$ cat src/rtl/reg_i8_stim_check.sv
// Vector-table stimulus/checker: replays up to 16 stored {a, en} steps into a DUT
// and compares the DUT's y against the stored expectation, stopping at the first miss.
module reg_i8_stim_check #(
    parameter logic [7:0] PRE_A  = 8'd9,
    parameter logic       PRE_EN = 1'b1
) (
    input  logic       clock,
    input  logic       reset,
    input  logic       wr_valid,
    input  logic [3:0] wr_addr,
    input  logic [7:0] wr_a,
    input  logic       wr_en,
    input  logic [7:0] wr_exp,
    input  logic       start,
    input  logic [4:0] num_steps,
    input  logic [7:0] y,
    output logic [7:0] a,
    output logic       en,
    output logic       busy,
    output logic       done,
    output logic       pass,
    output logic [3:0] fail_step,
    output logic [7:0] fail_y
);

    typedef enum logic [1:0] {
        S_IDLE,
        S_RUN,
        S_DONE
    } state_t;

    state_t     state_q, state_d;
    logic [3:0] idx_q, idx_d;
    logic [4:0] steps_q, steps_d;
    logic [7:0] a_q, a_d;
    logic       en_q, en_d;
    logic       pass_q, pass_d;
    logic [3:0] fail_step_q, fail_step_d;
    logic [7:0] fail_y_q, fail_y_d;

    // Table is deliberately outside the reset domain so vectors survive a reset.
    logic [7:0] tab_a_q   [16];
    logic       tab_en_q  [16];
    logic [7:0] tab_exp_q [16];

    logic       wr_ok;
    logic [4:0] steps_in;
    logic       last_step;

    assign wr_ok     = wr_valid && (state_q != S_RUN);
    assign steps_in  = (num_steps > 5'd16) ? 5'd16 : num_steps;
    assign last_step = ({1'b0, idx_q} == (steps_q - 5'd1));

    always_comb begin
        state_d     = state_q;
        idx_d       = idx_q;
        steps_d     = steps_q;
        a_d         = a_q;
        en_d        = en_q;
        pass_d      = pass_q;
        fail_step_d = fail_step_q;
        fail_y_d    = fail_y_q;
        case (state_q)
            S_IDLE, S_DONE: begin
                a_d  = PRE_A;
                en_d = PRE_EN;
                if (start) begin
                    steps_d = steps_in;
                    idx_d   = 4'd0;
                    pass_d  = 1'b0;
                    if (steps_in == 5'd0) begin
                        state_d = S_DONE;
                        pass_d  = 1'b1;
                    end else begin
                        state_d = S_RUN;
                    end
                end
            end
            S_RUN: begin
                if (y != tab_exp_q[idx_q]) begin
                    state_d     = S_DONE;
                    pass_d      = 1'b0;
                    fail_step_d = idx_q;
                    fail_y_d    = y;
                    a_d         = PRE_A;
                    en_d        = PRE_EN;
                end else if (last_step) begin
                    state_d = S_DONE;
                    pass_d  = 1'b1;
                    a_d     = PRE_A;
                    en_d    = PRE_EN;
                end else begin
                    idx_d = idx_q + 4'd1;
                    a_d   = tab_a_q[idx_q];
                    en_d  = tab_en_q[idx_q];
                end
            end
            default: begin
                state_d = S_IDLE;
            end
        endcase
    end

    always_ff @(posedge clock) begin
        if (reset) begin
            state_q     <= S_IDLE;
            idx_q       <= 4'd0;
            steps_q     <= 5'd0;
            a_q         <= PRE_A;
            en_q        <= PRE_EN;
            pass_q      <= 1'b0;
            fail_step_q <= 4'd0;
            fail_y_q    <= 8'd0;
        end else begin
            state_q     <= state_d;
            idx_q       <= idx_d;
            steps_q     <= steps_d;
            a_q         <= a_d;
            en_q        <= en_d;
            pass_q      <= pass_d;
            fail_step_q <= fail_step_d;
            fail_y_q    <= fail_y_d;
        end
    end

    always_ff @(posedge clock) begin
        if (!reset && wr_ok) begin
            tab_a_q[wr_addr]   <= wr_a;
            tab_en_q[wr_addr]  <= wr_en;
            tab_exp_q[wr_addr] <= wr_exp;
        end
    end

    assign a         = a_q;
    assign en        = en_q;
    assign busy      = (state_q == S_RUN);
    assign done      = (state_q == S_DONE);
    assign pass      = pass_q;
    assign fail_step = fail_step_q;
    assign fail_y    = fail_y_q;

endmodule
$ cat config.mk
export PLATFORM = sky130hd
export DESIGN_NAME = reg_i8_stim_check
export DESIGN_NICKNAME = d
export VERILOG_FILES = /design/src/rtl/reg_i8_stim_check.sv
export SDC_FILE = /design/constraint.sdc
export NUM_CORES = 1
export LEC_CHECK = 0
export CAP_MARGIN = 20
export CORE_ASPECT_RATIO = 0.75
export CORE_MARGIN = 2
export CORE_UTILIZATION = 55
export DETAILED_ROUTE_END_ITERATION = 10
export GPL_TIMING_DRIVEN = 1
export PLACE_DENSITY_LB_ADDON = 0.08
export SLEW_MARGIN = 10
export SYNTH_ARGS = -nofsm -noshare
export SYNTH_HDL_FRONTEND = slang
export SYNTH_SLANG_ARGS = --single-unit
$ cat constraint.sdc
create_clock -name clock -period 3.05 [get_ports clock]
set_input_delay 0.61 -clock clock [delete_from_list [all_inputs] [get_ports clock]]
set_output_delay 0.61 -clock clock [all_outputs]
set_load 0.1 [all_outputs]
## Yosys cells after proc, flatten, opt, wreduce, memory -nomap -nowiden

Memory sizes are Yosys's and may differ from the RTL's. A register that Yosys moved wholly into a read port is not among the register bits.
Index checks and enable logic that the tools add are counted.

- Output and inout bits: 24
- Word-level logic and storage cells: 64
- Memories: 3
- Bits in registers: 33
- Bits in read-only memories: 0
- Latch bits: 0
- RAM bits: 272

Memory list:

| name | depth | width | rd ports | clocked after memory_dff | wr ports | RTL line | RTL |
|---|---|---|---|---|---|---|---|
| tab_a_q | 16 | 8 | 1 | 1 | 1 | 42 | `logic [7:0] tab_a_q [16];` |
| tab_exp_q | 16 | 8 | 1 | 1 | 1 | 44 | `logic [7:0] tab_exp_q [16];` |
| tab_en_q | 16 | 1 | 1 | 1 | 1 | 43 | `logic tab_en_q [16];` |

- Divide/modulo/power cells: 0
- Add/sub/neg operators: 2
- Multiplexer cells: 29
- Multiply operators: 0
- Reduce and logical (&&, ||, !) cells: 12
- $lt $le $gt $ge: 1
- Equality and inequality tests: 9
- Shift-type cells: 0
- Bitwise operators: 0

Operator list:

| kind | count |
|---|---|
| 2-to-1 mux 4 bit | 9 |
| 2-to-1 mux 8 bit | 2 |
| one-hot mux 8 bit (2 select lines) | 1 |
| 2-to-1 mux 1 bit | 8 |
| 2-to-1 mux 2 bit | 4 |
| inequality test 8 bit | 1 |
| one-hot mux 4 bit (2 select lines) | 1 |
| inequality test 2 bit, second input constant | 3 |
| AND reduction 2 bit | 3 |
| == test 4 x 5 -> 1 bit | 1 |
| > comparator 5 bit, second input constant | 1 |
| zero test 5 bit | 1 |
| 2-to-1 mux 5 bit | 1 |
| subtractor 5 x 1 -> 5 bit, second input constant | 1 |
| adder 4 x 1 -> 4 bit, second input constant | 1 |
| one-hot mux 1 bit (2 select lines) | 2 |
| one-hot mux 2 bit (2 select lines) | 1 |
| AND reduction 4 bit | 1 |
| inequality test 3 x 1 -> 1 bit, second input constant | 1 |
| AND reduction 3 bit | 1 |
| == test 2 x 1 -> 1 bit, second input constant | 1 |
| == test 2 bit, second input constant | 1 |
| logical AND 1 bit | 2 |
| zero test 2 bit | 1 |
| 4 further kinds | 4 |

## Logic depth before layout (Yosys ltp)

- Word-level depth: 7
- Mapped depth: 12
- Depth with buffers taken out: 9

## Worst setup path after synthesis

OpenSTA, ideal clock, no wires.

- Kind: input to register
- From: input reset
- To: memory tab_a_q[0][0], enable pin
- Slack: 256 ps
- Cell stages on the path: 3
- Required time: 2637 ps
- Arrival: 2382 ps
- Library setup time: 413 ps
- Path through: nand3b_1 or3_1 nor3_1

- Longest elaborated chain between the ends: 4

Ends and longest elaborated chain:

| what | RTL line | RTL |
|---|---|---|
| start: declaration | 8 | `input logic reset,` |
| zero test 1 bit | 127 | `if (!reset && wr_ok) begin` |
| logical AND 1 bit | 127 |  |
| 2-to-1 mux 1 bit | 127 |  |
| 2-to-1 mux 1 bit (not written as such) | 128 | `tab_a_q[wr_addr] <= wr_a;` |
| end: declaration | 42 |  |

No other way between the ends.

==> impl_metrics.tcl <==
set metrics [dict create \
    syn_area_per_cell_um2 19.2 \
    synth_cell_types 52 \
    hold_start "a[7]" \
    n_fill_cell 1446 \
    cts_buffers 30 \
    status "finished clean" \
    finClkSkew_ns 0.0148 \
    dr.pass1.iters 5 \
    p_clk_share_pct 45.3 \
    cts.root.buffer_cell "clkbuf_16" \
    synthTopCellsByArea "edfxtp_1 (67%), mux4_2 (13%), dfxtp_1 (6.0%)" \
    wire_per_inst_um 25.1 \
    setup_viol 0 \
    clk_path_buf_depth 3 \
    path_class "register to register" \
    buffer_ports.inserted 61 \
    place_ws_ns -0.00355 \
    seq_area_um2 8920 \
    grt_max_degree 38 \
    grt-ovfl-total 0 \
    core_um2 22000 \
    fmax_ghz 0.342 \
    rows 47 \
    synth_most_common_cell "edfxtp_1" \
    cts.clk_slew.worst_paths_ns 0.07 \
    drtIter0Drc 639 \
    ys_seq_elements 309 \
    tightestPinTransition_ns 0.615 \
    place_congestion 0.785 \
    grt_pass1_vias 6382 \
    synth_cells 639 \
    hpwl_mm 16.8 \
    combPwrFrac_pct 3.4 \
    vias 6454 \
    worstPathArrival_ns 3.39 \
    wl_mm 27.1 \
    p_leak_nw 4.80 \
    slew_headroom_pct 58.9 \
    avgViaCountPerCell 5.99 \
    endpoint_kind "register" \
    power_density_nw_per_um2 612 \
    hold_viol_final 0 \
    grt_usage_pct 23.4 \
    cts_max_level 1 \
    async_reset_ff_share_pct 0 \
    final_core_util_pct 67.3 \
    p_sw_mw 1.75 \
    die_w_um 176 \
    period_share_pct 95.9 \
    whs_ns 0.471 \
    synth_flop_cell "edfxtp_1" \
    ios 62 \
    hold_depth 2 \
    ys_top_cells_by_count "edfxtp_1 (272), mux4_2 (69), mux2i_1 (38)" \
    area_growth_syn_to_layout_pct 20.5 \
    drive_above_1_share_pct 31.7 \
    ir_worst_vdd_mv 0.543 \
    reg2reg_depth 10 \
    setup_ws_ns 0.125 \
    tns_ns 0 \
    rsz0062_at_grt "no" \
    grt_pass1_wl_mm 40.1 \
    synth_top_cell_by_area "edfxtp_1" \
    nNetsFinal 799 \
    ys_seq_area_share_pct 72.6 \
    required_ns 3.52 \
    syn_nets 679 \
    slew_viol_final 0 \
    ant_nets 0 \
    synth_area_um2 12300 \
    period_minus_slack_ns 2.93 \
    clock_latency_ns 0.56 \
    cts_sinks 309 \
    synth_top_cell_area_share_pct 66.6 \
    seqPwrFrac_pct 51.3 \
    synth_edf_count 272 \
    ys_warn_count 0 \
    total_power_mw 9.06 \
    hold_path_class "register to register" \
    dieHeight_um 133 \
    swShare_pct 19.3 \
    diodes 0 \
    drcViolationCount 0 \
    die_area_um2 23500 \
    whs_endpoint "a[7]" \
    multi_input_area_um2 3230 \
    reg2reg_slack_ns 0.12 \
    cp_max_fo 8 \
    p_int_mw 7.31 \
    start_util_pct 55.8 \
    cts_tree "built" \
    antenna_found_initial 0 \
    worstSetupStartpointType "register" \
    drv_cap 0 \
]
-- area by class of cell --
class,instances,share of cell area [%]
Sequential cell,309,60.3
Multi-Input combinational cell,288,21.8
Timing Repair Buffer,123,7.66
Clock buffer,34,5.18
Tap cell,294,2.49
Clock inverter,22,2.38
Inverter,7,0.178
-- what timing repair did --
item	4_1_cts	5_1_grt
cloned	0	2
hold buffers	0	0
setup endpoints to repair	1	2
buffers inserted	2	8
resized for setup	3	12
hold endpoints to repair	0	0
pin swaps	0	1
-- metal layers --
layer	vias up	track usage (%)	part of all wire [%]
met2	249	35.2	46
met3	27	3.60	7.7
met4	0	4.18	1.4
met5	-	0	0
met1	3366	37.4	45
li1	2812	-	-
-- power by group through the flow --
stage	clock network [mW]	registers [mW]	logic (mW)
after detailed placement	0	4.74	0.306
after floorplan	0	4.78	0.110
final	4.11	4.65	0.307
after global placement	0	4.74	0.297
after global routing	4.34	4.65	0.329
after CTS	4.17	4.65	0.307
-- worst max-delay path: stages (launching register included) --
cell and delay (ns):
dfxtp_4 0.47, clkbuf_16 0.19, buf_4 0.12, mux4_2 0.50
xnor2_1 0.15, a211oi_1 0.13, a2111oi_4 0.37, buf_4 0.19
nand4_4 0.12, or3b_4 0.45, a31oi_4 0.17
-- registers in the layout (all words and copies together) (netlist names), named ones only --
signal	flops
tab_en_q	16
en	1
idx_q	4
steps_q	5
tab_a_q	128
tab_exp_q	128
pass	1
fail_y	8
fail_step	4
state_q	2
a	8
-- cells in the final DEF, fill, tap and decap left out, drive strengths merged, types with 7 or more instances in the layout --
cell,Yosys,routed
nand2,9,9
nand3,14,14
clkinv,1,11
a21oi,20,20
buf,23,84
xor2,11,11
dfxtp,37,37
inv,6,7
nand2b,16,16
nor2,35,35
edfxtp,272,272
mux2i,38,38
o22ai,7,7
xnor2,11,11
clkbuf,12,36
bufinv,0,9
clkdlybuf4s50,0,37
mux4,69,69
-- logic make-up after synthesis --
logic type,share of synthesized area [%]
buffers and inverters,2.00
multiplexers,16.3
flip-flops,72.6
XOR/XNOR,1.57
AND/OR/NAND/NOR,4.46
adder cells (fa/ha/maj),0.204
AO/OA/AOI/OAI,2.94
-- worst max path at each step --
stage                         from             to  slack (ns)  cells past startpoint
after floorplan              reset  tab_a_q[0][0]        0.26                      3
after global placement    register       idx_q[2]        0.13                     10
after detailed placement  register       register      -0.004                     10
after CTS                 register       register        0.02                     10
after global routing      register       idx_q[2]       0.003                     10
final                     register       register        0.12                     10
-- metrics by stage --
stage,area [um2],instances
after detailed placement,13500,1009
after global routing,14800,1077
after CTS,14600,1067
after global placement,13500,1009
final,14800,1077
after floorplan,12300,639
Note: power is estimated with default switching activity, not from simulation.
